<file path="config.mk">
export PLATFORM = sky130hd
export DESIGN_NAME = maq_h_flat
export DESIGN_NICKNAME = d
export VERILOG_FILES = /design/src/rtl/maq_h_if.sv /design/src/rtl/maq_h.sv /design/src/flat_wrapper.sv
export SDC_FILE = /design/constraint.sdc
export NUM_CORES = 1
export LEC_CHECK = 0
export BUFFER_PORTS_ARGS = -buffer_cell sky130_fd_sc_hd__buf_2
export CAP_MARGIN = 10
export CORE_AREA = 2 2 39 41
export DETAILED_ROUTE_END_ITERATION = 7
export DIE_AREA = 0 0 41 43
export PLACE_DENSITY = 0.56
export SLEW_MARGIN = 20
export SYNTH_ARGS = -nofsm -noshare
export SYNTH_HDL_FRONTEND = slang
export SYNTH_SLANG_ARGS = --single-unit
export TNS_END_PERCENT = 5
</file>
<file path="constraint.sdc">
create_clock -name maqh_clock -period 1.9 [get_ports maqh_clock]
set_input_delay 0.285 -clock maqh_clock [delete_from_list [all_inputs] [get_ports maqh_clock]]
set_output_delay 0.285 -clock maqh_clock [all_outputs]
set_load 0.02 [all_outputs]
</file>
<file path="src/rtl/maq_h_if.sv">
// rtl/maq_h_if.sv - carry/set-mode inputs and BCD hour display bundle for maq_h
interface maq_h_if;
  logic       inc_hora;
  logic       maqh_ajuste;
  logic       maqh_botao;
  logic [3:0] maqh_lsd;
  logic [1:0] maqh_msd;
  logic       maqh_inc_dia;
  logic       maqh_pm;

  modport master (
    output inc_hora, maqh_ajuste, maqh_botao,
    input  maqh_lsd, maqh_msd, maqh_inc_dia, maqh_pm
  );

  modport slave (
    input  inc_hora, maqh_ajuste, maqh_botao,
    output maqh_lsd, maqh_msd, maqh_inc_dia, maqh_pm
  );
endinterface

</file>
<file path="src/rtl/maq_h.sv">
// rtl/maq_h.sv - hour stage 00-23 BCD counter with set mode, day carry; FORMATO_12H_EN selects 12 h display
module maq_h #(
  parameter int HORA_INICIAL = 0
) (
  input logic    maqh_clock,
  input logic    maqh_reset,
  maq_h_if.slave bus
);

  localparam logic [3:0] LSD_INI = 4'(HORA_INICIAL % 10);
  localparam logic [1:0] MSD_INI = 2'(HORA_INICIAL / 10);

  typedef enum logic {CONTA, AJUSTE} state_t;

  state_t     state, state_nx;
  logic [3:0] lsd, lsd_nx;
  logic [1:0] msd, msd_nx;
  logic       inc_q;
  logic       inc_dia, inc_dia_nx;
  logic       advance;
  logic       step;
  logic       wrap;
  logic [3:0] disp_lsd;
  logic [1:0] disp_msd;
  logic       disp_pm;

  // State, digit and carry-edge registers; reset dominates everything
  always_ff @(posedge maqh_clock) begin
    if (!maqh_reset) begin
      state   <= CONTA;
      lsd     <= LSD_INI;
      msd     <= MSD_INI;
      inc_q   <= 1'b0;
      inc_dia <= 1'b0;
    end else begin
      state   <= state_nx;
      lsd     <= lsd_nx;
      msd     <= msd_nx;
      inc_q   <= bus.inc_hora;
      inc_dia <= inc_dia_nx;
    end
  end

  // Mode selection, step source (carry edge in CONTA, button in AJUSTE) and digit advance
  always_comb begin
    state_nx   = state;
    lsd_nx     = lsd;
    msd_nx     = msd;
    inc_dia_nx = 1'b0;
    advance    = inc_q & ~bus.inc_hora;
    wrap       = (msd == 2'd2) && (lsd == 4'd3);
    step       = 1'b0;

    case (state)
      CONTA: begin
        step = advance;
        if (bus.maqh_ajuste) state_nx = AJUSTE;
      end
      AJUSTE: begin
        step = bus.maqh_botao;
        if (!bus.maqh_ajuste) state_nx = CONTA;
      end
      default: state_nx = CONTA;
    endcase

    if (step) begin
      if (wrap) begin
        lsd_nx = 4'd0;
        msd_nx = 2'd0;
        // Only a carry-driven midnight advances the day; manual setting does not.
        inc_dia_nx = (state == CONTA);
      end else if (lsd == 4'd9) begin
        lsd_nx = 4'd0;
        msd_nx = msd + 2'd1;
      end else begin
        lsd_nx = lsd + 4'd1;
      end
    end
  end

`ifdef FORMATO_12H_EN
  logic [4:0] hour24;
  logic [4:0] hour12;

  // 12 h display decode of the 24 h internal count
  always_comb begin
    hour24 = 5'(msd) * 5'd10 + 5'(lsd);
    hour12 = hour24;
    disp_pm = 1'b0;
    if (hour24 == 5'd0) begin
      hour12 = 5'd12;
    end else if (hour24 == 5'd12) begin
      disp_pm = 1'b1;
    end else if (hour24 > 5'd12) begin
      hour12  = hour24 - 5'd12;
      disp_pm = 1'b1;
    end
    if (hour12 >= 5'd10) begin
      disp_msd = 2'd1;
      disp_lsd = 4'(hour12 - 5'd10);
    end else begin
      disp_msd = 2'd0;
      disp_lsd = 4'(hour12);
    end
  end
`else
  // 24 h display is the raw count
  always_comb begin
    disp_lsd = lsd;
    disp_msd = msd;
    disp_pm  = 1'b0;
  end
`endif

  assign bus.maqh_lsd     = disp_lsd;
  assign bus.maqh_msd     = disp_msd;
  assign bus.maqh_pm      = disp_pm;
  assign bus.maqh_inc_dia = inc_dia;

endmodule
</file>
<file path="src/flat_wrapper.sv">
// flat-port wrapper written by rule: the top's interface ports become plain ports
module maq_h_flat 
#(
  parameter int HORA_INICIAL = 0
)
  (maqh_clock, maqh_reset, bus_inc_hora, bus_maqh_ajuste, bus_maqh_botao, bus_maqh_lsd, bus_maqh_msd, bus_maqh_inc_dia, bus_maqh_pm);
  maq_h_if bus_i ();
  input logic maqh_clock;
  input logic maqh_reset;
  input wire logic [$bits(bus_i.inc_hora)-1:0] bus_inc_hora;
  input wire logic [$bits(bus_i.maqh_ajuste)-1:0] bus_maqh_ajuste;
  input wire logic [$bits(bus_i.maqh_botao)-1:0] bus_maqh_botao;
  output wire logic [$bits(bus_i.maqh_lsd)-1:0] bus_maqh_lsd;
  output wire logic [$bits(bus_i.maqh_msd)-1:0] bus_maqh_msd;
  output wire logic [$bits(bus_i.maqh_inc_dia)-1:0] bus_maqh_inc_dia;
  output wire logic [$bits(bus_i.maqh_pm)-1:0] bus_maqh_pm;
  assign bus_i.inc_hora = bus_inc_hora;
  assign bus_i.maqh_ajuste = bus_maqh_ajuste;
  assign bus_i.maqh_botao = bus_maqh_botao;
  assign bus_maqh_lsd = bus_i.maqh_lsd;
  assign bus_maqh_msd = bus_i.maqh_msd;
  assign bus_maqh_inc_dia = bus_i.maqh_inc_dia;
  assign bus_maqh_pm = bus_i.maqh_pm;
  maq_h #(.HORA_INICIAL(HORA_INICIAL)) u_core (.maqh_clock(maqh_clock), .maqh_reset(maqh_reset), .bus(bus_i));
endmodule
</file>
==> metrics.yaml <==
run_status:
  status: "finished clean"
drt:
  drt_iter0_drc: 8
  vias: 390
  dr.pass1.iters: 2
  wl_per_cell_microns: 10.5
  post_drt_via_cell_ratio: 4.94
  drcViolationCount: 0
  ant_nets: 0
  drt-total-wl_microns: 833
synthesis:
  yosysSeqAreaShare_pct: 40.9
  yosys.area.top_type: "dfxtp_1"
  synthCells: 50
  ys_warn_count: 0
  syn_nets: 57
  synth.area.top_cells: "dfxtp_1 (41%), a21oi_1 (8.0%), ha_1 (5.7%)"
  synth.top_cell.area_share_pct: 40.9
  synth-edff-count: 0
  synth.avg_cell_area_sq_um: 8.81
  yosys_most_used_dff: "dfxtp_1"
  yosysUniqueCellTypes: 24
  syn-cell-area_sq_um: 440
  postSynth.asyncResetShare_pct: 0
  synth_seq_cells: 9
power:
  swShare_pct: 23.9
  p_comb_share_pct: 7.3
  p_clk_share_pct: 40.0
  seq_power_share_pct: 52.8
  power_density_nw_per_um2: 716
  power.internal_mw: 0.285
  p_sw_mw: 0.0897
  power.leakage_nw: 0.210
  peakVddDrop_mv: 0.352
clock_network:
  cts_resized: 0
  h-tree-depth: 1
  cts_made_buffers: 3
  cts_setup_buffers: 0
  cts_buffer_depth: 2
  clkTransAtPathRegs_ns: 0.07
  clock_latency_ns: 0.26
  cts_root_buf: "clkbuf_4"
  cts-hold-fix-buffers: 0
  cts.sinks: 9
  cts_tree: "done"
finish:
  final_cell_mix: "buf_2 (11), dfxtp_1 (9), a21oi_1 (7)"
  diodes: 0
  final_common_cell: "buf_2"
  drive_gt1_share_pct: 25.4
  syn_to_final_growth_pct: 18.8
  fill_cells: 145
  fin_nets: 71
floorplanning:
  initial_core_util_pct: 31.8
  io_pins: 13
  core_area_sq_um: 1380
  die_y_microns: 43
  num_rows: 14
  dieArea_sq_um: 1760
  dieWidth_microns: 41
global_routing:
  grt_pass1_wl_mm: 1.40
  grt_pass1_vias: 358
  grt_antenna_before_repair: 0
  grt_remaining_overflow: 0
  grt_max_degree: 13
  grtUsageTotal_pct: 12.0
timing:
  setup_viol: 0
  min_period_ns: 1.71
  hold_viol_final: 0
  period_share_pct: 89.9
  grt_setup_unrepaired: "false"
  finalSetupTns_ns: 0
  holdWs_ns: 0.234
  skew_ns: 0.00766
  slew_viol_final: 0
  clock.fmax_mhz: 586
worst_setup_path:
  endpoint_kind: "flop"
  critPathKind: "flop to flop"
  timing.reg2reg.setup_slack_ns: 0.19
  crit_fanout: 6
  crit_arrival_ns: 1.90
  required_ns: 2.09
  start_kind: "flop"
run:
  cap_violations: 0
place:
  gp_congestion: 0.722
  portBuffers: 11
  dp_hpwl_microns: 619
hold_path:
  hold_path_class: "input pin to flop"
## state kept, by name, indices dropped and copies added (netlist names)
signal and count:
u_core.bus.maqh_lsd 4, u_core.bus.maqh_msd 2, u_core.bus.maqh_inc_dia 1, u_core.inc_q 1, u_core.state 1
## stage by stage
stage | cell area [sq um] | setup WS [ns] | total power, mW | cells | util, %
after detailed placement | 497 | 0.230 | 0.229 | 75 | 35.9
after global placement | 497 | 0.261 | 0.229 | 75 | 35.9
after floorplan | 440 | 0.171 | 0.224 | 50 | -
final | 523 | 0.192 | 0.375 | 79 | 37.8
after global routing | 523 | 0.106 | 0.394 | 79 | 37.8
after CTS | 523 | 0.195 | 0.379 | 79 | 37.8
## worst max-delay path: stages (launching register included)
cell and delay [ns]:
dfxtp_1 0.41, ha_1 0.23, nand4bb_1 0.14, a21o_1 0.22
or4_1 0.50, a21oi_1 0.12
## cells by family (layout without fill, tap and decap cells)
group,Yosys count,count (layout),share of synthesized area (%)
and+or+nand+nor,20,20,29.0
AOI/OAI and AO/OA,13,13,16.8
DFF,9,9,40.9
buffers and inverters,5,18,6.82
adders and majority gates,2,2,5.68
other,1,1,0.851
## routing by layer
metal / up-vias / track usage [%] / share of wire [%]
met1: 177 / 12.0 / 44
met5: - / 0 / 0
met4: 0 / 10.0 / 2.3
met3: 2 / 3.14 / 2.9
met2: 7 / 19.1 / 51
li1: 204 / - / -
## area by class of cell
type / instances / area (sq um) / share of cell area (%)
inverters: 3 / 11.3 / 2.15
flip-flops and latches: 9 / 180 / 34.4
repair buffers: 11 / 55.1 / 10.5
clock buffers: 4 / 26.3 / 5.02
multi-input cells: 36 / 230 / 44.0
well taps: 16 / 20.0 / 3.83
## power groups by stage
stage          Sequential [mW]  Combinational [mW]  Clock (mW)
3_3_place_gp             0.202              0.0275           0
6_report                 0.198              0.0273       0.150
4_1_cts                  0.198              0.0277       0.154
2_1_floorplan            0.204              0.0192           0
5_1_grt                  0.198              0.0322       0.163
3_5_place_dp             0.202              0.0276           0
## path summary, 6_finish.rpt
check	startpoint	end	cells past startpoint
worst max register to register	u_core.bus.maqh_lsd[0]	u_core.bus.maqh_msd[0]	5
worst min register to register	u_core.state	u_core.bus.maqh_inc_dia	1
worst min-delay path	bus_maqh_ajuste	u_core.state	2
worst max-delay path	u_core.bus.maqh_lsd[0]	u_core.bus.maqh_msd[0]	5
## Yosys cell counts (2+ instances only)
cell type	number
and2_1	2
o21ai_0	2
dfxtp_1	9
a21oi_1	7
nand3_1	2
inv_1	3
or4_1	2
nand2_1	5
ha_1	2
or3_1	2
Power figures use the tool's default switching activity.
